--- config.mk ---
export PLATFORM = sky130hd
export DESIGN_NAME = instr_fetch_unit_flat
export DESIGN_NICKNAME = d
export VERILOG_FILES = /design/src/rtl/instr_fetch_unit_pkg.sv /design/src/rtl/instr_fetch_unit_if.sv /design/src/rtl/instr_fetch_unit_pc_counter.sv /design/src/rtl/instr_fetch_unit.sv /design/src/flat_wrapper.sv
export SDC_FILE = /design/constraint.sdc
export NUM_CORES = 1
export LEC_CHECK = 0
export BUFFER_PORTS_ARGS = -buffer_cell sky130_fd_sc_hd__buf_4
export CORE_UTILIZATION = 30
export DETAILED_ROUTE_END_ITERATION = 16
export GPL_TIMING_DRIVEN = 1
export PLACE_DENSITY = 0.53
export SKIP_LAST_GASP = 1
export SLEW_MARGIN = 25
export SYNTH_ARGS = -nofsm -noshare
export SYNTH_HDL_FRONTEND = slang
export SYNTH_SLANG_ARGS = --single-unit
--- constraint.sdc ---
create_clock -name clk -period 1.8 [get_ports clk]
set_input_delay 0.18 -clock clk [delete_from_list [all_inputs] [get_ports clk]]
set_output_delay 0.18 -clock clk [all_outputs]
set_load 0.02 [all_outputs]
--- src/rtl/instr_fetch_unit_pkg.sv ---
// Shared constants and types for the instruction fetch front end.
package instr_fetch_unit_pkg;

  localparam int WORD_SIZE      = 19;
  localparam int ADDR_WIDTH     = 12;
  localparam logic [ADDR_WIDTH-1:0] RESET_VECTOR = '0;
  localparam int TIMEOUT_CYCLES = 16;
  localparam int TIMER_WIDTH    = $clog2(TIMEOUT_CYCLES + 1);

  typedef enum logic [1:0] {
    FETCH_IDLE,
    FETCH_REQ,
    FETCH_DELIVER
  } fetch_state_t;

endpackage

--- src/rtl/instr_fetch_unit_if.sv ---
// Program-memory request/ack bus plus the valid/ready link to the instruction register.
interface instr_fetch_unit_if;
  import instr_fetch_unit_pkg::*;

  logic                  memReq;
  logic [ADDR_WIDTH-1:0] memAddr;
  logic                  memAck;
  logic [WORD_SIZE-1:0]  memRdata;
  logic [WORD_SIZE-1:0]  instrOut;
  logic                  instrValid;
  logic                  instrReady;

  // Fetch unit side
  modport master (
    output memReq, memAddr, instrOut, instrValid,
    input  memAck, memRdata, instrReady
  );

  // Memory and instruction-register side
  modport slave (
    input  memReq, memAddr, instrOut, instrValid,
    output memAck, memRdata, instrReady
  );

endinterface

--- src/rtl/instr_fetch_unit_pc_counter.sv ---
// Program counter: reset to RESET_VECTOR, load a branch target, or step by one
// (wrapping modulo 2**ADDR_WIDTH). Load takes priority over increment.
module pc_counter
  import instr_fetch_unit_pkg::*;
(
  input  logic                  clk,
  input  logic                  rst,
  input  logic                  load_i,
  input  logic                  inc_i,
  input  logic [ADDR_WIDTH-1:0] target_i,
  output logic [ADDR_WIDTH-1:0] pcNext_o,
  output logic [ADDR_WIDTH-1:0] pc_o
);

  logic [ADDR_WIDTH-1:0] pc_q;
  logic [ADDR_WIDTH-1:0] pc_d;

  // Select the next PC: branch target first, then sequential step, else hold
  always_comb begin
    pc_d = pc_q;
    if (load_i) begin
      pc_d = target_i;
    end else if (inc_i) begin
      pc_d = pc_q + 1'b1;
    end
  end

  // PC register
  always_ff @(posedge clk or posedge rst) begin
    if (rst) begin
      pc_q <= RESET_VECTOR;
    end else begin
      pc_q <= pc_d;
    end
  end

  assign pcNext_o = pc_d;
  assign pc_o     = pc_q;

endmodule

--- src/rtl/instr_fetch_unit.sv ---
// Instruction fetch unit: IDLE -> REQ (wait for memory ack) -> DELIVER (wait for
// instruction register). Branches redirect the PC; a branch during an outstanding
// request marks the returning word for discard.
// Optional feature: define FETCH_TIMEOUT_EN to add the memory-ack watchdog and the
// sticky fetchErr_o flag; without it a request waits indefinitely.
module instr_fetch_unit
  import instr_fetch_unit_pkg::*;
(
  input  logic                  clk,
  input  logic                  rst,
  input  logic                  start_i,
  input  logic                  halt_i,
  input  logic                  branchTaken_i,
  input  logic [ADDR_WIDTH-1:0] branchTarget_i,
  instr_fetch_unit_if.master    bus,
  output logic [ADDR_WIDTH-1:0] pc_o,
  output logic                  fetchErr_o
);

  fetch_state_t          state_q, state_d;
  logic                  discard_q, discard_d;
  logic [WORD_SIZE-1:0]  instrOut_q, instrOut_d;
  logic                  instrValid_q, instrValid_d;
  logic [ADDR_WIDTH-1:0] reqAddr_q, reqAddr_d;
  logic                  pcLoad, pcInc;
  logic [ADDR_WIDTH-1:0] pcNext;
  logic                  timeoutHit;

  pc_counter uPcCounter (
    .clk      (clk),
    .rst      (rst),
    .load_i   (pcLoad),
    .inc_i    (pcInc),
    .target_i (branchTarget_i),
    .pcNext_o (pcNext),
    .pc_o     (pc_o)
  );

`ifdef FETCH_TIMEOUT_EN
  logic [TIMER_WIDTH-1:0] timer_q, timer_d;
  logic                   fetchErr_q, fetchErr_d;

  assign timeoutHit = (state_q == FETCH_REQ) && !bus.memAck &&
                      (timer_q == TIMER_WIDTH'(TIMEOUT_CYCLES - 1));

  // Watchdog counts cycles spent in the current request; error is sticky until reset
  always_comb begin
    timer_d    = '0;
    fetchErr_d = fetchErr_q | timeoutHit;
    if ((state_q == FETCH_REQ) && (state_d == FETCH_REQ) && !bus.memAck) begin
      timer_d = timer_q + 1'b1;
    end
  end

  // Watchdog registers
  always_ff @(posedge clk or posedge rst) begin
    if (rst) begin
      timer_q    <= '0;
      fetchErr_q <= 1'b0;
    end else begin
      timer_q    <= timer_d;
      fetchErr_q <= fetchErr_d;
    end
  end

  assign fetchErr_o = fetchErr_q;
`else
  assign timeoutHit = 1'b0;
  assign fetchErr_o = 1'b0;
`endif

  // Next-state, PC control and delivered-word logic
  always_comb begin
    state_d      = state_q;
    discard_d    = discard_q;
    instrOut_d   = instrOut_q;
    instrValid_d = instrValid_q;
    pcLoad       = 1'b0;
    pcInc        = 1'b0;
    case (state_q)
      FETCH_IDLE: begin
        pcLoad = branchTaken_i;
        if (start_i && !halt_i) begin
          state_d = FETCH_REQ;
        end
      end
      FETCH_REQ: begin
        if (timeoutHit) begin
          pcLoad    = branchTaken_i;
          discard_d = 1'b0;
          state_d   = FETCH_IDLE;
        end else if (bus.memAck) begin
          discard_d = 1'b0;
          if (branchTaken_i || discard_q) begin
            pcLoad  = branchTaken_i;
            state_d = halt_i ? FETCH_IDLE : FETCH_REQ;
          end else begin
            instrOut_d   = bus.memRdata;
            instrValid_d = 1'b1;
            pcInc        = 1'b1;
            state_d      = FETCH_DELIVER;
          end
        end else if (branchTaken_i) begin
          pcLoad    = 1'b1;
          discard_d = 1'b1;
        end
      end
      FETCH_DELIVER: begin
        pcLoad = branchTaken_i;
        if (bus.instrReady || branchTaken_i) begin
          instrValid_d = 1'b0;
          state_d      = halt_i ? FETCH_IDLE : FETCH_REQ;
        end
      end
      default: begin
        state_d = FETCH_IDLE;
      end
    endcase
  end

  // Capture the request address whenever a fresh request starts so it stays stable
  always_comb begin
    reqAddr_d = reqAddr_q;
    if ((state_d == FETCH_REQ) && ((state_q != FETCH_REQ) || bus.memAck)) begin
      reqAddr_d = pcNext;
    end
  end

  // FSM and datapath registers
  always_ff @(posedge clk or posedge rst) begin
    if (rst) begin
      state_q      <= FETCH_IDLE;
      discard_q    <= 1'b0;
      instrOut_q   <= '0;
      instrValid_q <= 1'b0;
      reqAddr_q    <= '0;
    end else begin
      state_q      <= state_d;
      discard_q    <= discard_d;
      instrOut_q   <= instrOut_d;
      instrValid_q <= instrValid_d;
      reqAddr_q    <= reqAddr_d;
    end
  end

  assign bus.memReq     = (state_q == FETCH_REQ);
  assign bus.memAddr    = reqAddr_q;
  assign bus.instrOut   = instrOut_q;
  assign bus.instrValid = instrValid_q;

endmodule
--- src/flat_wrapper.sv ---
// flat-port wrapper written by rule: the top's interface ports become plain ports
module instr_fetch_unit_flat import instr_fetch_unit_pkg::*;
  (clk, rst, start_i, halt_i, branchTaken_i, branchTarget_i, pc_o, fetchErr_o, bus_memReq, bus_memAddr, bus_instrOut, bus_instrValid, bus_memAck, bus_memRdata, bus_instrReady);
  instr_fetch_unit_if bus_i ();
  input  logic clk;
  input  logic rst;
  input  logic start_i;
  input  logic halt_i;
  input  logic branchTaken_i;
  input  logic [ADDR_WIDTH-1:0] branchTarget_i;
  output logic [ADDR_WIDTH-1:0] pc_o;
  output logic fetchErr_o;
  output wire logic [$bits(bus_i.memReq)-1:0] bus_memReq;
  output wire logic [$bits(bus_i.memAddr)-1:0] bus_memAddr;
  output wire logic [$bits(bus_i.instrOut)-1:0] bus_instrOut;
  output wire logic [$bits(bus_i.instrValid)-1:0] bus_instrValid;
  input wire logic [$bits(bus_i.memAck)-1:0] bus_memAck;
  input wire logic [$bits(bus_i.memRdata)-1:0] bus_memRdata;
  input wire logic [$bits(bus_i.instrReady)-1:0] bus_instrReady;
  assign bus_memReq = bus_i.memReq;
  assign bus_memAddr = bus_i.memAddr;
  assign bus_instrOut = bus_i.instrOut;
  assign bus_instrValid = bus_i.instrValid;
  assign bus_i.memAck = bus_memAck;
  assign bus_i.memRdata = bus_memRdata;
  assign bus_i.instrReady = bus_instrReady;
  instr_fetch_unit u_core (.clk(clk), .rst(rst), .start_i(start_i), .halt_i(halt_i), .branchTaken_i(branchTaken_i), .branchTarget_i(branchTarget_i), .bus(bus_i), .pc_o(pc_o), .fetchErr_o(fetchErr_o));
endmodule
Yosys cells after proc, flatten, opt, wreduce, memory -nomap -nowiden. Cells that the tools add are included.

$add $sub $neg: 1. Equal/unequal tests: 7. Muxes and demuxes: 21. Bitwise logic cells: 1. Reductions and logical operators: 13.

Operators by type and width (number): $mux 12 (2); $add 12x1->12 const B (1); $mux 1 (12); $mux 2 (4); $ne 2x1->1 const B (3); $pmux 2 s3 (1); $eq 2x1->1 const B (2); $pmux 1 s2 (2); $reduce_and 4->1 (1); $reduce_bool 2->1 (2); $logic_or 1x1->1 (3); $reduce_and 3->1 (1); $eq 2x2->1 const B (1); $logic_and 1x1->1 (2); $logic_not 2->1 (1); $ne 2x2->1 const B (1); $reduce_and 2->1 (1); $reduce_or 2->1 (1); $logic_not 1->1 (1); $not 1->1 (1).

Register bits after elaboration: 47. Output and inout bits: 46. Word-level logic and storage cells: 49.

Longest topological paths before layout. Gate-level depths: netlist of run 1.

Depth in word-level cells: 6. Gate-level depth with buffers: 7.

By module. From an unflattened synthesis of run 1, not the netlist that was laid out.

Cells, all modules: 171. Area total of the unflattened synthesis: 2118.3 µm².

Modules (own cells, without submodules): instr_fetch_unit (times used 1, cells each 91, area an instance 1392.6 µm², sequential area each 875.8 µm²); pc_counter (times used 1, cells each 80, area an instance 725.7 µm², sequential area each 300.3 µm²).

Least setup slack after synthesis of run 1. No wires, ideal clock.

Path type: reg-to-reg. Start: register u_core.state_q[0]. End: register u_core.reqAddr_q[2], in the netlist u_core.bus.memAddr[2]. Setup time: 0.125 ns. Arrival time: 1.888 ns. Data required time: 1.675 ns. Path slack: -0.213 ns. Stages on the path, launching flop included: 8. Clock period less this slack: 2.013 ns. Cell sequence: dfrtp_1 buf_4 inv_2 nor2_1 a21oi_1 nor3_1 buf_2 mux2_2.

Longest elaborated chain between the ends: 4. Elaborated cells between the ends (all ways): 16. Classes of those cells: 4 x eq/ne; 8 x mux; 4 x reduce/logical.

Ends and longest elaborated chain: start: declaration (RTL line instr_fetch_unit.sv:20) `fetch_state_t state_q, state_d;`; start signal: assignment (RTL line instr_fetch_unit.sv:138) `state_q <= state_d;`; $eq 2x1->1 (*); named net bus_memReq (RTL line flat_wrapper.sv:13) `output wire logic [$bits(bus_i.memReq)-1:0] bus_memReq;`; $pmux 2 s3 or $mux 1 (tied branches) (RTL line instr_fetch_unit.sv:80) `case (state_q)`; $eq 2x1->1 or $mux 12 (tied branches) (RTL line instr_fetch_unit.sv:124, instr_fetch_unit_pc_counter.sv:23); $logic_and 1x1->1 or $mux 12 (tied branches) (RTL line instr_fetch_unit.sv:124, instr_fetch_unit_pc_counter.sv:21); end signal: assignment (RTL line instr_fetch_unit.sv:142) `reqAddr_q <= reqAddr_d;`; end: declaration (RTL line instr_fetch_unit.sv:24) `logic [ADDR_WIDTH-1:0] reqAddr_q, reqAddr_d;`.

The timed path passes the listed nets; every way through them passes the cells marked *. A chain may end at the register's enable or synchronous reset.

Worst setup path after layout of run 1.
Start: register u_core.discard_q. End: register u_core.reqAddr_q[5], in the netlist u_core.bus.memAddr[5].

Longest elaborated chain between the ends: 6. Elaborated cells between the ends (all ways): 14. Classes of those cells: 1 x eq/ne; 11 x mux; 2 x reduce/logical.

Ends and longest elaborated chain: start: declaration (RTL line instr_fetch_unit.sv:21) `logic discard_q, discard_d;`; start signal: assignment (RTL line instr_fetch_unit.sv:139) `discard_q <= discard_d;`; $logic_or 1x1->1 (*) (RTL line instr_fetch_unit.sv:94) `if (branchTaken_i || discard_q) begin`; $mux 1 (RTL line instr_fetch_unit.sv:94); $mux 1 (RTL line instr_fetch_unit.sv:92) `end else if (bus.memAck) begin`; $mux 1 (RTL line instr_fetch_unit.sv:80); $mux 12 (RTL line instr_fetch_unit_pc_counter.sv:23) `end else if (inc_i) begin`; $mux 12 (*) (RTL line instr_fetch_unit_pc_counter.sv:21) `if (load_i) begin`; named net u_core.pcNext[5] (RTL line instr_fetch_unit.sv:26) `logic [ADDR_WIDTH-1:0] pcNext;`.

Marked as above.

==> summary.txt, run 1 <==
clock tree from TritonCTS = done
I/O pins = 84
DRT Pass-1 Iters = 4
Clock Latency Late Sink = 300 ps
crit path cell chain = nand4bb_4 > or3_4 > xnor2_1 > mux2_4 > mux2_2
hpwl dp = 3860 um
sequential element share of the synthesized area = 0.560
# Max-Cap Violations = 0
Crit-path slowest cell = dfrtp_1
PortBufs = 82
peak supply drop = 0.773 mV
area leader, netlist = dfrtp_1
vias in the first global route = 1653
Routed WL = 5000 um
1st-iter DRT viols = 33
final setup fails = 0
Seq pwr share = 0.367
post-detailed-route wirelength per cell = 13.4 um
Comb power frac = 0.434
synthesized cell area = 0.00210 sq mm
Final Wtd Congestion = 0.708
CP top delay family = simple AND/OR/NAND/NOR gates
maximum clock rate = 560 MHz
share of cells above drive strength 1 = 0.522
row count = 30
Worst EP arrival = 1980 ps
Multi-input gate area = 920 sq um
startpoint types = flip-flop
PwrDens = 1430 mW/mm^2
Worst EP required = 1990 ps
Int Pwr = 3.01 mW
via density per instance = 4.43
fin nets = 314
leading post-synthesis cells by cell area = dfrtp_1 (56%), mux2_1 (10%), mux2_2 (7.0%)
clk sink count = 47
status = completed
global route overflow = 0
commonest non-fill, non-tap cell in the layout = buf_4
ANT nets after route = 0
synth warn = 0
crit path kind = flip-flop to flip-flop
total CTS buffers = 5
Yosys top cell area share = 0.560
clock tree buffer depth = 2
final hold violations = 0
first-pass GRT wire length = 7950 um
Pwr Total = 4.60 mW
Ant. Diodes = 0
CP bufs+invs = 0
CTS H-Tree Depth = 2
Worst Skew = 7.36 ps
Leak Pwr = 1.43 nW
clk slew on worst S/H paths = 90 ps
number of remaining DRC errors = 0
RSZ-0062 raised after global routing = true
fin util = 0.471
Slew Viols, Final = 0
Yosys cell types = 38
TNS Setup = 0 ps
FF+latch area = 0.00118 sq mm
critical path fanouts, max = 5
post-synthesis area per instance = 12.4 sq um
DR vias = 1649
NetSw = 1.59 mW
register bit total from synthesis = 47
period utilization = 0.992
Die ar. = 0.00734 sq mm
crit path time final = 1790 ps
Sw Share = 0.345
CP peak stage delay = 390 ps
Crit. End Element = flip-flop
syn_nets = 208
Area Overhead vs Synth = 52.5%
Die Wd = 85.7 um
Clk pwr share = 0.199
post-synthesis cell count = 169
core area = 0.00679 sq mm
overall routing resource usage = 0.141
Initial Utilization = 0.309
HP Class = input port to flip-flop
Fillers = 653
die height = 85.7 um
initial antenna violation count = 0
most frequent cells in the layout = buf_4 (102), dfrtp_1 (43), mux2_1 (19), nor2_1 (13), a21oi_1 (13)
pin count of the biggest net entering global routing = 27
CTS Root Cell = clkbuf_8
[cell usage after synthesis, drive strengths merged]
cell,count
nand2,4
mux2,32
a31oi,2
nand3b,1
nand4,2
o22ai,1
nand4bb,2
mux2i,1
and3,1
a221oi,1
nor3,4
xnor2,9
nor2b,1
o211a,1
nor3b,1
nor4,3
or2,1
buf,7
o21ai,3
nand3,2
dfrtp,47
nor4b,1
or4,1
ha,1
inv,6
o31ai,1
a21oi,13
or3,3
nor2,15
conb,1
nand2b,1
[worst paths after layout]
kind / from / endpoint / slack (ps) / cells after the start
hold / removal: bus_memRdata[13] / u_core.bus.instrOut[13]$_DFFE_PP0P_ / 80 / 2
setup / recovery: u_core.discard_q$_DFFE_PP0P_ / u_core.bus.memAddr[5]$_DFFE_PP0P_ / 10 / 5
hold reg to reg: u_core.bus.instrOut[7]$_DFFE_PP0P_ / u_core.bus.instrOut[7]$_DFFE_PP0P_ / 490 / 1
max in group asynchronous: rst / u_core.uPcCounter.pc_o[1]$_DFF_PP0_ / 830 / 4
min in group asynchronous: rst / u_core.bus.instrOut[1]$_DFFE_PP0P_ / 450 / 3
setup reg to reg: u_core.discard_q$_DFFE_PP0P_ / u_core.bus.memAddr[5]$_DFFE_PP0P_ / 10 / 5
[through the flow]
step	worst slack (ps)	hold WS [ps]	cells	area, sq um
after floorplan	-46.7	243	169	2140
after global placement	19.0	241	362	3030
after detailed placement	15.2	239	362	3030
after CTS	-4.81	80.3	371	3170
after global routing	-44.9	75.3	372	3200
final	13.6	80.6	372	3200
[kinds of logic (layout without fill, tap and decap cells)]
kind of cell,after synthesis,after routing,share of synthesized area
xor+xnor,9,9,0.0375
mux,33,33,0.176
fa+ha+maj,1,1,0.00595
buf+inv,13,120,0.0286
compound gates,22,22,0.0625
flops,47,47,0.560
other cells,1,1,0.00179
simple gates,43,43,0.127
[worst register-to-register path, delay by kind of cell, from the launching register on]
family	cells	cell delay, ps
XOR/XNOR	1	130
flip-flops	1	390
multiplexers	2	530
AND/OR/NAND/NOR	2	630
[sequential cells by signal, indices dropped and copies added, names as in the netlist]
| register | flops |
|---|---|
| u_core.bus.instrOut | 19 |
| u_core.bus.memAddr | 12 |
| u_core.discard_q | 1 |
| u_core.state_q | 2 |
| u_core.uPcCounter.pc_o | 12 |
| u_core.bus.instrValid | 1 |
[repair_timing]
item	CTS	global route
hold buffers	1	0
setup buffers	0	1
resized for setup	0	6
endpoints found under the setup margin	1	12
cloned	0	0
endpoints found under the hold margin	21	0
pin swaps	0	4
[per-layer routing]
metal / track usage / up-vias / wire length, um
met1: 0.178 / 768 / 2240
met5: 0 / - / 0
li1: - / 808 / -
met3: 0.0683 / 5 / 501
met4: 0.0409 / 0 / 55
met2: 0.215 / 68 / 2200
[layout make-up]
cell class              count  area share
clock buffers               6      0.0227
clock inverters             2      0.0188
inverters                   6     0.00703
multi-input cells         109       0.287
flip-flops and latches     47       0.369
well taps                  96      0.0375
repair buffers            106       0.258
[power groups by stage]
stage               clock network (mW)  logic (mW)  registers [mW]
floorplan                            0       0.579            2.18
global placement                     0        1.98            1.70
detailed placement                   0        2.00            1.71
CTS                              0.942        2.00            1.69
global route                     0.976        2.13            1.74
finish                           0.916        1.99            1.69
No activity file was read; power rests on OpenSTA's default activity.
==> run 2: changes to the inputs <==
--- a/config.mk
+++ b/config.mk
@@ -9,7 +9,7 @@
 export CORE_UTILIZATION = 30
 export DETAILED_ROUTE_END_ITERATION = 16
 export GPL_TIMING_DRIVEN = 1
-export PLACE_DENSITY = 0.53
+export PLACE_DENSITY = 0.51
 export SKIP_LAST_GASP = 1
 export SLEW_MARGIN = 25
 export SYNTH_ARGS = -nofsm -noshare
==> constraint.sdc (replaced) <==
create_clock -name clk -period 1.78 [get_ports clk]
set_input_delay 0.178 -clock clk [delete_from_list [all_inputs] [get_ports clk]]
set_output_delay 0.178 -clock clk [all_outputs]
set_load 0.02 [all_outputs]
==> run 2 against run 1 <==
  * The flow now finishes with violations (setup timing)
  * Maximum frequency is 0.60% lower
  * Sequential share of layout area down 0.53 points
  * Via count up 1.6%
  * Cell count is 0.54% higher
  * Core utilization increased by 0.79 points
  * Hold slack gained 11 ps
==> summary.txt, run 2 (synthesized netlist as in run 1, its figures left out) <==
status = finished with violations
failing checks = setup timing
final setup fails = 1 (+1)
# Max-Cap Violations = 0 (unchanged)
share of cells above drive strength 1 = 0.550 (+0.0286)
CTS Root Cell = clkbuf_8
total CTS buffers = 5 (unchanged)
Ant. Diodes = 0 (unchanged)
Die Wd = 85.7 um (unchanged)
PwrDens = 1370 mW/mm^2 (-4.6%)
reg-to-reg startpoint = u_core.state_q[1]$_DFF_PP0_
commonest non-fill, non-tap cell in the layout = buf_4
Final Wtd Congestion = 0.709 (+0.16%)
clock tree buffer depth = 2 (unchanged)
number of remaining DRC errors = 0 (unchanged)
CP peak stage delay = 410 ps (+20 ps)
die height = 85.7 um (unchanged)
Leak Pwr = 1.45 nW (+1.5%)
Routed WL = 4870 um (-2.6%)
Clock Latency Late Sink = 290 ps (about the same)
overall routing resource usage = 0.138 (-0.00283)
Initial Utilization = 0.309 (unchanged)
Crit-path slowest cell = dfrtp_1
vias in the first global route = 1622 (-1.9%)
1st-iter DRT viols = 28 (-15%)
clock tree from TritonCTS = done
most frequent cells in the layout = buf_4 (103), dfrtp_1 (41), mux2_1 (19), nor2_1 (13), a21oi_1 (12)
via density per instance = 4.48 (+1.1%)
placed cell count = 362 (unchanged)
Worst path most repeated cell = mux2_4
max reg flops = 19 (unchanged)
crit path kind = flip-flop to flip-flop
clk slew on worst S/H paths = 90 ps (about the same)
Worst EP arrival = 1990 ps (about the same)
pin count of the biggest net entering global routing = 48 (+78%)
initial antenna violation count = 0 (unchanged)
fin nets = 316 (+0.64%)
startpoint types = flip-flop
DR vias = 1676 (+1.6%)
hpwl dp = 3660 um (-5.2%)
hold endpoint = u_core.bus.instrOut[14]$_DFFE_PP0P_
Hold Path Stages = 2 (unchanged)
clk sink count = 47 (unchanged)
Worst Skew = 4.94 ps (-2.42 ps)
core area = 0.00679 sq mm (unchanged)
PnR worst setup slack = -17.2 ps (-30.8 ps)
R2R cell count = 5 (unchanged)
critical path fanouts, max = 5 (unchanged)
crit path time final = 1800 ps (+10.8 ps)
Slew Viols, Final = 0 (unchanged)
maximum clock rate = 556 MHz (-0.60%)
Crit. End Element = flip-flop
final hold violations = 0 (unchanged)
worst r2r dst = u_core.bus.memAddr[5]$_DFFE_PP0P_
Die ar. = 0.00734 sq mm (unchanged)
post-detailed-route wirelength per cell = 13.0 um (-3.2%)
crit path cell chain = nand4bb_4 > or3_4 > xnor2_1 > mux2_4 > mux2_4
global route overflow = 0 (unchanged)
RSZ-0062 raised after global routing = true
first-pass GRT wire length = 7810 um (-1.7%)
CTS H-Tree Depth = 2 (unchanged)
HP Class = input port to flip-flop
row count = 30 (unchanged)
ANT nets after route = 0 (unchanged)
hold wc startpoint = bus_memRdata[14]
Area Overhead vs Synth = 55.0%
R2R Setup Slk = -20 ps (-30 ps)
Worst EP required = 1970 ps (-20 ps)
fin cells = 374 (+0.54%)
DRT Pass-1 Iters = 4 (unchanged)
fin util = 0.479 (+0.00792)
period utilization = 1.01 (+0.0172)
peak supply drop = 0.766 mV (-0.87%)
PortBufs = 82 (unchanged)
I/O pins = 84 (unchanged)
dpl ws = -13.7 ps (-29.0 ps)
## run 2: layout make-up
cell class / instances / area (sq um)
fill: 653 / 3540
sequential: 47 / 1180
multi-input combinational: 109 / 972
timing repair buffer: 108 / 863
tap: 96 / 120
clock buffer: 7 / 86.3
inverter: 6 / 22.5
clock inverter: 1 / 8.76
## run 2: power breakdown
group,internal [mW],switching (mW),leakage [nW]
Combinational,1.05,1.02,0.856
Sequential,1.48,0.238,0.544
Clock,0.319,0.356,0.0484
## run 2: routing by layer
layer	GRT usage	wire, um	share of wire	vias up
met4	0.0409	52	0.011	0
li1	-	-	-	818
met3	0.0529	438	0.090	5
met5	0	0	0	-
met2	0.218	2220	0.46	62
met1	0.176	2160	0.44	791
## run 2: through the flow
stage	hold slack, ps	TNS (ps)	cell area [sq um]	total power [mW]
6_report	91.9	-17.2	3260	4.46
5_1_grt	79.0	-714	3260	4.74
3_5_place_dp	252	-14.5	3060	3.77
3_3_place_gp	251	-30.0	3060	3.75
4_1_cts	81.0	-18.2	3180	4.49
2_1_floorplan	241	-16.7	2150	2.80
## run 2: worst max-delay path, delay by kind of cell (launching register included)
family	cells	cell delay (ps)
xor+xnor	1	130
flops	1	410
mux	2	510
simple gates	2	640
## run 2: worst max path at each step
stage	start	to	slack, ps	depth (start not counted)
6_report	u_core.state_q[1]$_DFF_PP0_	u_core.bus.memAddr[5]$_DFFE_PP0P_	-20	5
5_1_grt	u_core.state_q[1]$_DFF_PP0_	u_core.bus.memAddr[5]$_DFFE_PP0P_	-70	5
4_1_cts	u_core.state_q[1]$_DFF_PP0_	u_core.bus.memAddr[11]$_DFFE_PP0P_	-20	5
3_5_place_dp	u_core.discard_q$_DFFE_PP0P_	u_core.bus.memAddr[7]$_DFFE_PP0P_	-10	6
3_3_place_gp	u_core.state_q[0]$_DFF_PP0_	u_core.bus.memAddr[7]$_DFFE_PP0P_	-30	6
2_1_floorplan	u_core.uPcCounter.pc_o[0]$_DFF_PP0_	u_core.bus.memAddr[10]$_DFFE_PP0P_	-8	6
## run 2: what timing repair did
action | CTS | global route
hold endpoints to repair | 47 | 0
endpoints found under the setup margin | 4 | 12
pin swaps | 1 | 6
gates resized for setup | 2 | 11
setup buffers | 1 | 2
hold buffers | 1 | 0
